$ cat src/rtl/rc4_pkg.sv
// Shared RC4 definitions: byte type, S-memory depth and the PRGA state encoding.
package rc4_pkg;

  localparam int S_DEPTH = 256;

  typedef logic [7:0] byte_t;

  typedef enum logic [3:0] {
    IDLE    = 4'd0,
    RD_SI   = 4'd1,
    CALC_J  = 4'd2,
    RD_SJ   = 4'd3,
    WR_SI   = 4'd4,
    WR_SJ   = 4'd5,
    RD_F    = 4'd6,
    RD_E    = 4'd7,
    XOR_CHK = 4'd8,
    WR_D    = 4'd9,
    NEXT    = 4'd10,
    DONE    = 4'd11
  } state_t;

endpackage

$ cat src/rtl/rc4_char_check.sv
// Combinational plaintext acceptance test: a byte passes if it lies in
// [CHAR_LO, CHAR_HI], or if spaces are allowed and it is 8'd32.
module rc4_char_check
  import rc4_pkg::*;
#(
  parameter byte_t CHAR_LO     = 8'd97,
  parameter byte_t CHAR_HI     = 8'd122,
  parameter bit    ALLOW_SPACE = 1'b1
) (
  input  byte_t data,
  output logic  ok
);

  // Range test plus optional space acceptance.
  always_comb begin
    ok = ((data >= CHAR_LO) && (data <= CHAR_HI)) ||
         (ALLOW_SPACE && (data == 8'd32));
  end

endmodule

$ cat src/rtl/rc4_prga_engine.sv
// RC4 PRGA keystream-and-decrypt engine. Walks the shared S-memory, reads
// ciphertext from the encrypted ROM, XORs with the keystream and writes the
// plaintext to the decrypted RAM, with optional character checking and abort.
//
// Memory handshake (all three memories): a *_req output is a one-cycle pulse
// issued in the first cycle of a state; address and write data are held from
// that cycle until the matching *_done is sampled high, and the FSM waits in
// the state until then. A *_done is only meaningful in the state that issued
// the request; strobes seen in any other state are ignored.
module rc4_prga_engine
  import rc4_pkg::*;
#(
  parameter int    MSG_LEN     = 32,
  parameter int    MSG_AW      = $clog2(MSG_LEN),
  parameter byte_t CHAR_LO     = 8'd97,
  parameter byte_t CHAR_HI     = 8'd122,
  parameter bit    ALLOW_SPACE = 1'b1
) (
  input  logic              clk,
  input  logic              nreset,
  input  logic              start,
  input  logic              abort,
  input  logic [MSG_AW:0]   msg_len,
  input  logic              check_en,
  output logic              busy,
  output logic              done,
  output logic              msg_valid,
  output logic              msg_invalid,
  output logic              aborted,
  output logic [MSG_AW-1:0] bad_idx,
  output byte_t             s_addr,
  output byte_t             s_wdata,
  output logic              s_rd_req,
  output logic              s_wr_req,
  input  byte_t             s_rdata,
  input  logic              s_rd_done,
  input  logic              s_wr_done,
  output logic              e_rd_req,
  output logic [MSG_AW-1:0] e_addr,
  input  byte_t             e_rdata,
  input  logic              e_rd_done,
  output logic              d_wr_req,
  output logic [MSG_AW-1:0] d_addr,
  output byte_t             d_wdata,
  input  logic              d_wr_done,
  output state_t            fsm_state
);

  localparam logic [MSG_AW:0] MAX_LEN = (MSG_AW+1)'(MSG_LEN);

  state_t            state;
  byte_t             i, j, si, sj, f, ev, p;
  logic [MSG_AW-1:0] k;
  logic [MSG_AW:0]   len, eff_len;
  logic              chk, ok, last;

  assign fsm_state = state;
  assign p         = f ^ ev;
  assign last      = ({1'b0, k} == (len - 1'b1));

  // Out-of-range lengths (0 or above the buffer size) mean a full buffer.
  always_comb begin
    eff_len = msg_len;
    if ((msg_len == '0) || (msg_len > MAX_LEN)) eff_len = MAX_LEN;
  end

  rc4_char_check #(
    .CHAR_LO    (CHAR_LO),
    .CHAR_HI    (CHAR_HI),
    .ALLOW_SPACE(ALLOW_SPACE)
  ) u_char_check (
    .data(p),
    .ok  (ok)
  );

  // Main FSM: sequences the S swap, keystream lookup, XOR/check and RAM write.
  always_ff @(posedge clk or negedge nreset) begin
    if (!nreset) begin
      state       <= IDLE;
      i           <= '0;
      j           <= '0;
      k           <= '0;
      len         <= '0;
      chk         <= 1'b0;
      si          <= '0;
      sj          <= '0;
      f           <= '0;
      ev          <= '0;
      busy        <= 1'b0;
      done        <= 1'b0;
      msg_valid   <= 1'b0;
      msg_invalid <= 1'b0;
      aborted     <= 1'b0;
      bad_idx     <= '0;
      s_addr      <= '0;
      s_wdata     <= '0;
      s_rd_req    <= 1'b0;
      s_wr_req    <= 1'b0;
      e_rd_req    <= 1'b0;
      e_addr      <= '0;
      d_wr_req    <= 1'b0;
      d_addr      <= '0;
      d_wdata     <= '0;
    end else begin
      // Requests and done are single-cycle pulses unless re-issued below.
      s_rd_req <= 1'b0;
      s_wr_req <= 1'b0;
      e_rd_req <= 1'b0;
      d_wr_req <= 1'b0;
      done     <= 1'b0;
      if (abort && (state != IDLE) && (state != DONE)) begin
        // Abort takes priority over any completion seen this cycle.
        state   <= DONE;
        done    <= 1'b1;
        aborted <= 1'b1;
      end else begin
        case (state)
          IDLE: begin
            if (start) begin
              len         <= eff_len;
              chk         <= check_en;
              i           <= 8'd1;
              j           <= '0;
              k           <= '0;
              msg_valid   <= 1'b0;
              msg_invalid <= 1'b0;
              aborted     <= 1'b0;
              bad_idx     <= '0;
              busy        <= 1'b1;
              s_addr      <= 8'd1;
              s_rd_req    <= 1'b1;
              state       <= RD_SI;
            end
          end
          RD_SI: begin
            if (s_rd_done) begin
              si    <= s_rdata;
              state <= CALC_J;
            end
          end
          CALC_J: begin
            j        <= j + si;
            s_addr   <= j + si;
            s_rd_req <= 1'b1;
            state    <= RD_SJ;
          end
          RD_SJ: begin
            if (s_rd_done) begin
              sj       <= s_rdata;
              s_addr   <= i;
              s_wdata  <= s_rdata;
              s_wr_req <= 1'b1;
              state    <= WR_SI;
            end
          end
          WR_SI: begin
            if (s_wr_done) begin
              s_addr   <= j;
              s_wdata  <= si;
              s_wr_req <= 1'b1;
              state    <= WR_SJ;
            end
          end
          WR_SJ: begin
            if (s_wr_done) begin
              s_addr   <= si + sj;
              s_rd_req <= 1'b1;
              state    <= RD_F;
            end
          end
          RD_F: begin
            if (s_rd_done) begin
              f        <= s_rdata;
              e_addr   <= k;
              e_rd_req <= 1'b1;
              state    <= RD_E;
            end
          end
          RD_E: begin
            if (e_rd_done) begin
              ev    <= e_rdata;
              state <= XOR_CHK;
            end
          end
          XOR_CHK: begin
            if (chk && !ok) begin
              // Rejected byte is never written to the RAM.
              msg_invalid <= 1'b1;
              bad_idx     <= k;
              done        <= 1'b1;
              state       <= DONE;
            end else begin
              d_addr   <= k;
              d_wdata  <= p;
              d_wr_req <= 1'b1;
              state    <= WR_D;
            end
          end
          WR_D: begin
            if (d_wr_done) state <= NEXT;
          end
          NEXT: begin
            if (last) begin
              msg_valid <= 1'b1;
              done      <= 1'b1;
              state     <= DONE;
            end else begin
              k        <= k + 1'b1;
              i        <= i + 8'd1;
              s_addr   <= i + 8'd1;
              s_rd_req <= 1'b1;
              state    <= RD_SI;
            end
          end
          DONE: begin
            busy  <= 1'b0;
            state <= IDLE;
          end
          default: begin
            busy  <= 1'b0;
            state <= IDLE;
          end
        endcase
      end
    end
  end

endmodule

$ cat config.mk
export PLATFORM = sky130hd
export DESIGN_NAME = rc4_prga_engine
export DESIGN_NICKNAME = d
export VERILOG_FILES = /design/src/rtl/rc4_pkg.sv /design/src/rtl/rc4_char_check.sv /design/src/rtl/rc4_prga_engine.sv
export SDC_FILE = /design/constraint.sdc
export NUM_CORES = 1
export LEC_CHECK = 0
export CELL_PAD_IN_SITES_DETAIL_PLACEMENT = 1
export CELL_PAD_IN_SITES_GLOBAL_PLACEMENT = 2
export CORE_MARGIN = 2
export CORE_UTILIZATION = 38
export CTS_CLUSTER_DIAMETER = 60
export DETAILED_ROUTE_END_ITERATION = 16
export HOLD_SLACK_MARGIN = 0.15
export PLACE_DENSITY_LB_ADDON = 0.1
export SLEW_MARGIN = 20
export SYNTH_ARGS = -nofsm -noshare
export SYNTH_HDL_FRONTEND = slang
export SYNTH_SLANG_ARGS = --single-unit
export TNS_END_PERCENT = 5
$ cat constraint.sdc
create_clock -name clk -period 4.06 [get_ports clk]
set_clock_uncertainty 0.05 [all_clocks]
set_input_delay 0.609 -clock clk [delete_from_list [all_inputs] [get_ports clk]]
set_output_delay 0.609 -clock clk [all_outputs]
set_load 0.01 [all_outputs]
---- Word level (Yosys, flattened, before mapping) ----
Index checks and enable logic that the tools add are counted.
cells by class
  add/subtract/negate cells ............... 5
  magnitude comparators ................... 3
  eq/ne operators ......................... 28
  muxes and demuxes ....................... 56
  bitwise logic cells ..................... 4
  reduce and logical (&&, ||, !) cells .... 33
operator list
  kind                 count
  $mux 8               8
  $pmux 8 s2           3
  $pmux 8 s6           1
  $pmux 4 s11          1
  $mux 4               10
  $ne 3x3->1 const B   8
  $reduce_and 3->1     8
  $mux 1               20
  $pmux 5 s2           2
  $add 8x8->8          2
  $eq 4x3->1 const B   4
  $reduce_and 4->1     4
  $mux 5               3
  $ne 2x2->1 const B   7
  $eq 4x4->1 const B   3
  $reduce_bool 2->1    6
  $pmux 1 s2           5
  $reduce_or 10->1     1
  $add 8x1->8 const B  1
  $eq 4x2->1 const B   2
  $eq 8x6->1 const B   1
  $ge 8x7->1 const B   1
  $le 8x7->1 const B   1
  $reduce_and 8->1     1
  other kinds (20)     26
storage, ports and cells
  flip-flop bits (word level) ............. 112
  output and inout port bits .............. 52
  logic and storage cells ................. 154

---- Longest topological paths before layout ----
Gate-level depths: netlist (run 1).
  depth in word-level cells ............... 9
  gate-level depth with buffers ........... 11
  mapped depth without buffers ............ 8

---- Modules after synthesis ----
Synthesis (run 1) repeated with hierarchy kept, for this count alone.
second synthesis, totals
  cell total of the unflattened synthesis .. 626
  area, all modules ....................... 6137.1 um2
by module, submodules not included
  module           instances  cells an instance  area each (um2)  sequential area each (um2)
  rc4_prga_engine  1          616                6073.3           2802.7
  rc4_char_check   1          10                 63.8             0.0

---- Worst setup path after synthesis (run 1) ----
No wires, ideal clock.
  path kind ............................... register to register
  start ................................... register si[1]
  end ..................................... register s_addr[7]
  setup time .............................. 0.122 ns
  data arrival time ....................... 2.110 ns
  data required time ...................... 3.888 ns
  slack ................................... 1.778 ns
  stages on the path, launching flop included .. 8
  buffers on the path ..................... 0
  cell sequence ........................... dfrtp_1 -> ha_1 -> a211oi_1 -> o21bai_1 -> o41ai_1 -> xor2_1 -> a221o_1 -> a32o_1
between the ends
  cells in the longest elaborated chain, start to end .. 3
  elaborated cells between the ends (all ways) .. 4
  those cells by class .................... 2 x add/sub; 2 x mux
RTL lines
  item                    line                    text
  from (decl)             rc4_prga_engine.sv:52   byte_t i, j, si, sj, f, ev, p;
  from (signal assigned)  rc4_prga_engine.sv:137  si <= s_rdata;
  $add 8x8->8             rc4_prga_engine.sv:166  s_addr <= si + sj;
  $mux 8                  rc4_prga_engine.sv:165  if (s_wr_done) begin
  $pmux 8 s6 (*)          rc4_prga_engine.sv:117  case (state)
  to (signal assigned)    rc4_prga_engine.sv:143  s_addr <= j + si;
  to (signal assigned)    rc4_prga_engine.sv:158  s_addr <= j;
  to (signal assigned)    rc4_prga_engine.sv:166
  to (decl)               rc4_prga_engine.sv:31   output byte_t s_addr,
Mark *: on every way between the ends. The rest lies on a longest branch, timed or not. The select of a mux whose other input is x is not followed.
A chain may end at the register's enable or synchronous reset.

---- Worst setup path in the final report (run 1) ----
  start ................................... register state[0], in the netlist fsm_state[0]
  end ..................................... register s_wdata[4]
between the ends
  cells in the longest elaborated chain, start to end .. 5
  elaborated cells between the ends (all ways) .. 12
  those cells by class .................... 5 x eq/ne; 1 x mux; 1 x bitwise; 5 x reduce/logical
RTL lines
  item                                                line                    text
  from (decl)                                         rc4_prga_engine.sv:51   state_t state;
  from (signal assigned)                              rc4_prga_engine.sv:79   state <= IDLE;
  from (signal assigned)                              rc4_prga_engine.sv:113  state <= DONE;
  from (signal assigned)                              rc4_prga_engine.sv:132  state <= RD_SI;
  branches (longest 5 deep; another with $eq 4x3->1)  n/a
  to (signal assigned)                                rc4_prga_engine.sv:151  s_wdata <= s_rdata;
  to (signal assigned)                                rc4_prga_engine.sv:159  s_wdata <= si;
  to (decl)                                           rc4_prga_engine.sv:32   output byte_t s_wdata,
Parallel ways; which one is timed is not known.

==> flow_metrics.tcl, run 1 <==
set metrics [dict create \
    status "finished clean" \
    grt_max_degree 59 \
    viasPerCell 5.54 \
    synth_compound_area_frac 0.165 \
    stdcell_area_um2 7410 \
    hold_viol 0 \
    synthMuxAreaShare 0.106 \
    num_io_pins 83 \
    cts_resized 0 \
    hp-class "in -> async" \
    max_slew_margin 0.388 \
    synthTopCellsByArea "dfrtp_1 45%, mux2_2 6.0%, nand2_1 4.1%" \
    dp_cells 876 \
    start_util 0.389 \
    tightest_slew_ns 0.919 \
    fin_crit_sh 0.749 \
    dr.pass1.iters 4 \
    hold_ws_ns 0.243 \
    clockBufferDepth 2 \
    die_h_um 131 \
    drc 0 \
    drv_slew 0 \
    leakagePower_nw 3.31 \
    power.density_nw_per_um2 749 \
    finalPower_mw 5.55 \
    synth_top_area_cell "dfrtp_1" \
    use_met3 0.0320 \
    wl_um 17400 \
    die_area_um2 17300 \
    root_buffer "clkbuf_16" \
    ys_seq_elements 112 \
    synth_cell_types 76 \
    synthXorXnorAreaFrac 0.0355 \
    min_period_ns 3.04 \
    finalWorstSetupSlack_ns 1.02 \
    syn2layout_area_growth_pct 20.0 \
    ir_worst_vdd_uv 270 \
    end_kind "flip-flop" \
    synth_top_family_by_area "compound AO/OA/AOI/OAI gates" \
    grt_pass1_vias 5175 \
    final_core_util 0.466 \
    setup_violations 0 \
    clk_latency_ns 0.37 \
    synth_edf_count 0 \
    max-cap-violations 0 \
    synth_warnings 0 \
    synthCells 607 \
    rows 46 \
    fp.dieW_um 131 \
    fillers 1810 \
    synthSimpleGateAreaFrac 0.156 \
    fmax_ghz 0.329 \
    r2r_start "fsm_state[0]" \
    portBuffers 82 \
    crit_required_ns 4.30 \
    ys_seq_area_frac 0.454 \
    vias 4943 \
    antenna_found_initial 0 \
    syn_area_per_cell_um2 10.2 \
    async_flop_share 1.00 \
    ys.flop_type "dfrtp_1" \
    cts.clk_slew.worst_paths_ns 0.08 \
    gp_congestion 0.813 \
    worstPathMaxFanout 25 \
    ant_nets 0 \
    grt_overflow 0 \
    cts_tree "yes" \
    coreArea_um2 15900 \
    synth.top_cell.area_share 0.454 \
    worstSetupPathType "reg -> reg" \
    hold_buffers 0 \
    layout-drive-gt1-share 0.107 \
    gr-usage-met1 0.293 \
    syn_area_um2 6180 \
    antenna_cells 0 \
    cp.arrival_ns 3.28 \
    htreeDepth 3 \
    initialDrtViolationCount 287 \
    grtUsageTotal 0.207 \
    numCtsBuffers 9 \
    post_cts_buffers 0 \
    busiest_layer "met2" \
    pre_cts_ws_ns 0.992 \
    worst-r2r-cell-count 6 \
    post_dp_cell_area_um2 7110 \
    grt_pass1_wl_um 28800 \
    cp-start-kind "flip-flop" \
    finalNetCount 721 \
    cts_num_sinks 112 \
    hpwl_um 13000 \
    fin_tns_setup_ns 0 \
    stdcell_count 892 \
    wl_per_cell_um 19.5 \
    synthAdderAreaFrac 0.0409 \
    synth_nets 657 \
    rsz0062_at_grt "no" \
    rrSetupSlack_ns 1.02 \
    use_met2 0.335 \
    timing.rr.end "s_wdata[4]" \
]
==> layout make-up <==
| class | instances | area (um2) | share of cell area |
|---|---|---|---|
| Clock inverter | 7 | 77.6 | 0.0105 |
| Inverter | 19 | 71.3 | 0.00963 |
| Sequential cell | 112 | 2800 | 0.378 |
| Timing Repair Buffer | 87 | 856 | 0.116 |
| Tap cell | 216 | 270 | 0.0365 |
| Clock buffer | 9 | 225 | 0.0304 |
| Multi-Input combinational cell | 442 | 3110 | 0.419 |
==> power breakdown <==
group	internal [mW]	switching, mW
Clock	0.444	0.476
Sequential	1.52	0.531
Combinational	1.22	1.36
==> cells in the mapped netlist (7+ instances only) <==
cell type	number
a21oi_1	39
a22o_1	8
a31oi_1	11
and3_1	7
buf_2	14
buf_4	7
clkbuf_1	8
dfrtp_1	112
ha_1	17
inv_1	18
mux2_1	8
mux2_2	33
mux2i_1	19
nand2_1	68
nand2b_1	16
nand3_1	11
nor2_1	30
nor3_1	20
o21ai_0	26
xnor2_1	9
xor2_1	16
==> cells by family after synthesis <==
kind of cell	Yosys count
and+or+nand+nor	190
AOI/OAI and AO/OA	148
DFF	112
muxes	60
buffers and inverters	53
xor gates and xnor gates	25
adders and majority gates	19
==> layout by cell type, fill, tap and decap left out, drive strengths merged, types with 8 or more instances in the layout <==
cell           instances
dfrtp                112
clkdlybuf4s50         81
nand2                 68
mux2                  41
a21oi                 40
nor2                  30
o21ai                 29
inv                   24
nor3                  20
mux2i                 19
ha                    17
nand2b                16
xor2                  16
nand3                 12
a31oi                 11
xnor2                  9
clkbuf                 9
a22o                   8
==> critical path, cell delays in order (launching register included) <==
cell and delay, ns:
dfrtp_1 0.95, nand2_1 0.31, nor3_1 0.42, o211a_1 0.49, a31o_1 0.51, nor2_1 0.09, a21oi_1 0.15
==> state kept, by name (all words and copies together), names as in the netlist, 4 cells and up <==
name / count
d_wdata: 8
ev: 8
f: 8
i: 8
j: 8
s_addr: 8
s_wdata: 8
si: 8
sj: 8
len: 6
bad_idx: 5
d_addr: 5
e_addr: 5
k: 5
fsm_state: 4
==> worst max-delay path by stage <==
stage	from	end	slack, ns	cells past startpoint
after global routing	fsm_state[0]	s_wdata[4]	0.76	6
after CTS	fsm_state[1]	s_wdata[5]	1.00	6
after detailed placement	fsm_state[0]	s_wdata[5]	0.99	6
final	fsm_state[0]	s_wdata[4]	1.02	6
after floorplan	si[1]	s_addr[7]	1.78	7
after global placement	fsm_state[0]	s_wdata[4]	1.24	6
==> per-layer routing <==
| layer | routed length, um | up-vias |
|---|---|---|
| met2 | 8250 | 78 |
| met1 | 8550 | 2524 |
| li1 | - | 2331 |
| met5 | 0 | - |
| met3 | 438 | 10 |
| met4 | 167 | 0 |
Note: power is estimated with default switching activity, not from simulation.
==> run 2: changes to the inputs <==
Settings changed: CORE_UTILIZATION 38 to 35.
Clock period 4.06 ns to 2.8 ns, I/O delays scaled along.
==> run 2 against run 1 <==
Routed wire length up 4.4%; count of clock-buffer cells in the layout up 1; global-route usage shrank 0.51 points; clock power rose by 52%; combinational power is 61% higher; die area is 8.3% higher; setup slack worse by 0.73 ns; highest routed layer unchanged.
==> flow_metrics.tcl, run 2 (synthesis results as in run 1) <==
set metrics [dict create \
    crit_required_ns 3.00 \
    worstSetupPathType "reg -> reg" \
    cts_num_sinks 112 \
    num_io_pins 83 \
    hold_start "msg_invalid" \
    root_buffer "clkbuf_16" \
    fin_crit_sh 0.897 \
    worstPathCellList "ha_1 > a211oi_1 > o21bai_1 > o41ai_1 > xor2_1 > a221o_1 > a32o_1" \
    cp_slowest_cell "dfrtp_1" \
    viasPerCell 5.40 \
    antenna_found_initial 0 \
    drv_slew 0 \
    die_area_um2 18700 \
    rrSetupSlack_ns 0.29 \
    grt_overflow 0 \
    grtUsageTotal 0.202 \
    fp.dieW_um 137 \
    worstPathMaxFanout 6 \
    dp_cells 912 \
    vias 5013 \
    critPathMaxStageDelay_ns 0.47 \
    cts_resized 0 \
    finalPower_mw 8.35 \
    wl_per_cell_um 19.6 \
    path_delay_family "compound AO/OA/AOI/OAI gates" \
    max-cap-violations 0 \
    setup_violations 0 \
    cts.clk_slew.worst_paths_ns 0.08 \
    end_kind "flip-flop" \
    timing.rr.end "s_addr[7]" \
    hold_viol 0 \
    syn2layout_area_growth_pct 23.9 \
    die_h_um 137 \
    max_slew_margin 0.592 \
    r2r_start "si[1]" \
    hold_depth 1 \
    tightest_slew_ns 0.610 \
    htreeDepth 3 \
    worst-r2r-cell-count 7 \
    drc 0 \
    power.density_nw_per_um2 1090 \
    layout_commonest_cell "dfrtp_1" \
    wl_um 18200 \
    crit_buf_inv 0 \
    min_to "msg_invalid" \
    dr.pass1.iters 4 \
    leakagePower_nw 3.46 \
    hpwl_um 13800 \
    rows 48 \
    status "finished clean" \
    min_period_ns 2.51 \
    finalNetCount 749 \
    grt_pass1_vias 5224 \
    clk_latency_ns 0.36 \
    numCtsBuffers 9 \
    fin_tns_setup_ns 0 \
    grt_pass1_wl_um 29200 \
    stdcell_count 929 \
    initialDrtViolationCount 242 \
    final_cell_mix "112 x dfrtp_1, 81 x clkdlybuf4s50_1, 68 x nand2_1" \
    layout-drive-gt1-share 0.139 \
    ir_worst_vdd_uv 431 \
    antenna_cells 0 \
    ant_nets 0 \
    grt_max_degree 52 \
    fmax_ghz 0.398 \
    coreArea_um2 17300 \
    rsz0062_at_grt "no" \
    portBuffers 82 \
    final_core_util 0.442 \
    cp.arrival_ns 2.71 \
    cts_tree "yes" \
    start_util 0.357 \
    gp_congestion 0.854 \
    clockBufferDepth 2 \
    hp-class "reg -> reg" \
    cp-start-kind "flip-flop" \
]
run 2: cell count changes in the layout (fill, tap and decap cells not counted):
cell	delta
buf_4	+26
inv_8	-2
inv_6	+2
clkinv_2	-1
dlygate4sd3_1	+1
clkbuf_1	+1
bufinv_16	+1
buf_12	+1
clkinv_8	-1
run 2: layout make-up:
| type | count | area (um2) |
|---|---|---|
| flip-flops and latches | 112 | 2800 |
| inverters | 19 | 71.3 |
| repair buffers | 115 | 1080 |
| clock buffers | 10 | 229 |
| well taps | 225 | 282 |
| multi-input cells | 442 | 3110 |
| clock inverters | 6 | 81.3 |
| fillers | 1953 | 9640 |
run 2: power by group:
| part | leakage, nW | internal, mW | switching, mW |
|---|---|---|---|
| clock | 0.153 | 0.723 | 0.678 |
| sequential | 1.47 | 2.20 | 0.592 |
| combinational | 1.84 | 1.95 | 2.21 |
| total | 3.46 | 4.87 | 3.48 |
run 2: metrics by stage:
step / hold WS (ns) / setup WS [ns] / area, um2
6_report: 0.445 / 0.287 / 7650
3_5_place_dp: 0.420 / 0.282 / 7330
2_1_floorplan: 0.0744 / 0.518 / 6180
5_1_grt: 0.466 / 0.106 / 7650
3_3_place_gp: 0.412 / 0.323 / 7330
4_1_cts: 0.450 / 0.275 / 7650
run 2: layer usage:
layer	share of wire	vias to the layer above	GRT usage	wire, um
li1	-	2375	-	-
met1	0.48	2518	0.283	8730
met2	0.47	102	0.326	8470
met3	0.039	18	0.0352	706
met4	0.014	0	0.0510	263
met5	0	-	0	0
run 2: timing repair:
action                    CTS  global route
hold endpoints to repair   41             0
setup buffers               0             0
hold buffers                1             0
run 2: worst max path at each step:
| stage | start | end | slack (ns) | depth (start not counted) |
|---|---|---|---|---|
| after floorplan | si[1] | s_addr[7] | 0.52 | 7 |
| after global placement | si[1] | s_addr[7] | 0.32 | 7 |
| after detailed placement | abort | j[7] | 0.28 | 6 |
| after CTS | si[1] | s_addr[7] | 0.27 | 7 |
| after global routing | si[1] | s_addr[7] | 0.11 | 7 |
| final | si[1] | s_addr[7] | 0.29 | 7 |
run 2: worst reg2reg max path: stages (launching register included):
cell	delay, ns
dfrtp_1	0.47
ha_1	0.35
a211oi_1	0.30
o21bai_1	0.14
o41ai_1	0.33
xor2_1	0.19
a221o_1	0.32
a32o_1	0.26
==> run 3: changes to the inputs <==
Clock period 2.8 ns to 2.68 ns, I/O delays scaled along.
==> run 3 against run 2 <==
Design area grew 1.1%; fmax is 0.58% higher; routed wire length increased by 0.89%; power rose by 4.9%; largest cell class unchanged.
==> flow_metrics.tcl, run 3 (synthesis results as in run 1) <==
set metrics [dict create \
    cts_num_sinks 112 \
    setup_violations 0 \
    tightest_slew_ns 0.690 \
    max_slew_margin 0.540 \
    r2r_start "si[1]" \
    start_util 0.357 \
    grt_max_degree 47 \
    final_cell_mix "112 x dfrtp_1, 81 x clkdlybuf4s50_1, 68 x nand2_1" \
    hold_start "e_addr[4]" \
    stdcell_count 936 \
    cts_tree "yes" \
    numCtsBuffers 9 \
    max-cap-violations 0 \
    antenna_cells 0 \
    worstPathMaxFanout 6 \
    grt_pass1_vias 5353 \
    layout-drive-gt1-share 0.150 \
    fmax_ghz 0.400 \
    ant_nets 0 \
    die_h_um 137 \
    worst-r2r-cell-count 7 \
    grt_pass1_wl_um 30100 \
    busiest_layer "met2" \
    viasPerCell 5.37 \
    gp_congestion 0.850 \
    initialDrtViolationCount 232 \
    crit_required_ns 2.88 \
    ir_worst_vdd_uv 491 \
    crit_path_start "si[1]" \
    leakagePower_nw 3.49 \
    dp_cells 919 \
    gr-usage-met1 0.300 \
    drv_slew 0 \
    vias 5026 \
    use_met3 0.0393 \
    cp.arrival_ns 2.70 \
    hp-class "reg -> reg" \
    fp.dieW_um 137 \
    end_kind "flip-flop" \
    hold_depth 2 \
    clockBufferDepth 2 \
    grt_overflow 0 \
    portBuffers 82 \
    drc 0 \
    coreArea_um2 17300 \
    die_area_um2 18700 \
    worstSetupPathType "reg -> reg" \
    wl_um 18300 \
    min_to "e_addr[4]" \
    timing.rr.end "s_addr[7]" \
    power.density_nw_per_um2 1130 \
    finalPower_mw 8.76 \
    rrSetupSlack_ns 0.18 \
    cts.clk_slew.worst_paths_ns 0.09 \
    hold_viol 0 \
    root_buffer "clkbuf_16" \
    clk_latency_ns 0.37 \
    min_period_ns 2.50 \
    dr.pass1.iters 4 \
    layout_commonest_cell "dfrtp_1" \
    wl_per_cell_um 19.6 \
    final_core_util 0.447 \
    htreeDepth 3 \
    rows 48 \
    syn2layout_area_growth_pct 25.2 \
    antenna_found_initial 0 \
    hpwl_um 13900 \
    cp-start-kind "flip-flop" \
    finalNetCount 756 \
    fin_crit_sh 0.932 \
    grtUsageTotal 0.208 \
    use_met2 0.326 \
    fin_tns_setup_ns 0 \
    num_io_pins 83 \
    rsz0062_at_grt "no" \
    post_cts_buffers 0 \
    status "finished clean" \
]
run 3: critical path, cell delays in order (launching register included):
cell	delay [ns]
dfrtp_1	0.47
ha_1	0.34
a211oi_1	0.31
o21bai_1	0.15
o41ai_1	0.32
xor2_1	0.18
a221o_1	0.32
a32o_1	0.25
run 3: worst max path at each step:
stage / end / slack, ns / depth (start not counted)
2_1_floorplan: s_addr[7] / 0.40 / 7
3_3_place_gp: s_addr[7] / 0.22 / 7
3_5_place_dp: s_addr[7] / 0.14 / 7
4_1_cts: s_addr[7] / 0.14 / 7
5_1_grt: s_addr[6] / 0.03 / 8
6_report: s_addr[7] / 0.18 / 7
run 3: per-stage QoR:
step                instance area, um2  setup slack (ns)  hold slack, ns
floorplan                         6180             0.398          0.0564
global placement                  7400             0.225           0.414
detailed placement                7400             0.145           0.421
CTS                               7730             0.145           0.447
global route                      7730            0.0314           0.475
finish                            7730             0.182           0.439
run 3: where the power goes:
part	leakage [nW]	total (mW)	switching (mW)	internal (mW)
registers	1.47	2.92	0.622	2.30
logic	1.88	4.40	2.31	2.09
clock network	0.151	1.44	0.755	0.683
run 3: layout make-up:
cell class              instances  area, um2
clock inverters                 7       95.1
fillers                      1937       9560
clock buffers                   9        225
flip-flops and latches        112       2800
multi-input cells             442       3110
inverters                      19       71.3
repair buffers                122       1150
well taps                     225        282
run 3: timing repair:
item / 4_1_cts / 5_1_grt
hold buffers: 1 / 0
hold endpoints to repair: 43 / 0
setup endpoints to repair: 0 / 1
resized for setup: 0 / 1
run 3: per-layer routing:
| layer | vias up | part of all wire | routed length, um |
|---|---|---|---|
| met4 | 0 | 0.0089 | 164 |
| met5 | - | 0 | 0 |
| li1 | 2399 | - | - |
| met2 | 82 | 0.47 | 8560 |
| met1 | 2531 | 0.49 | 8970 |
| met3 | 14 | 0.034 | 624 |
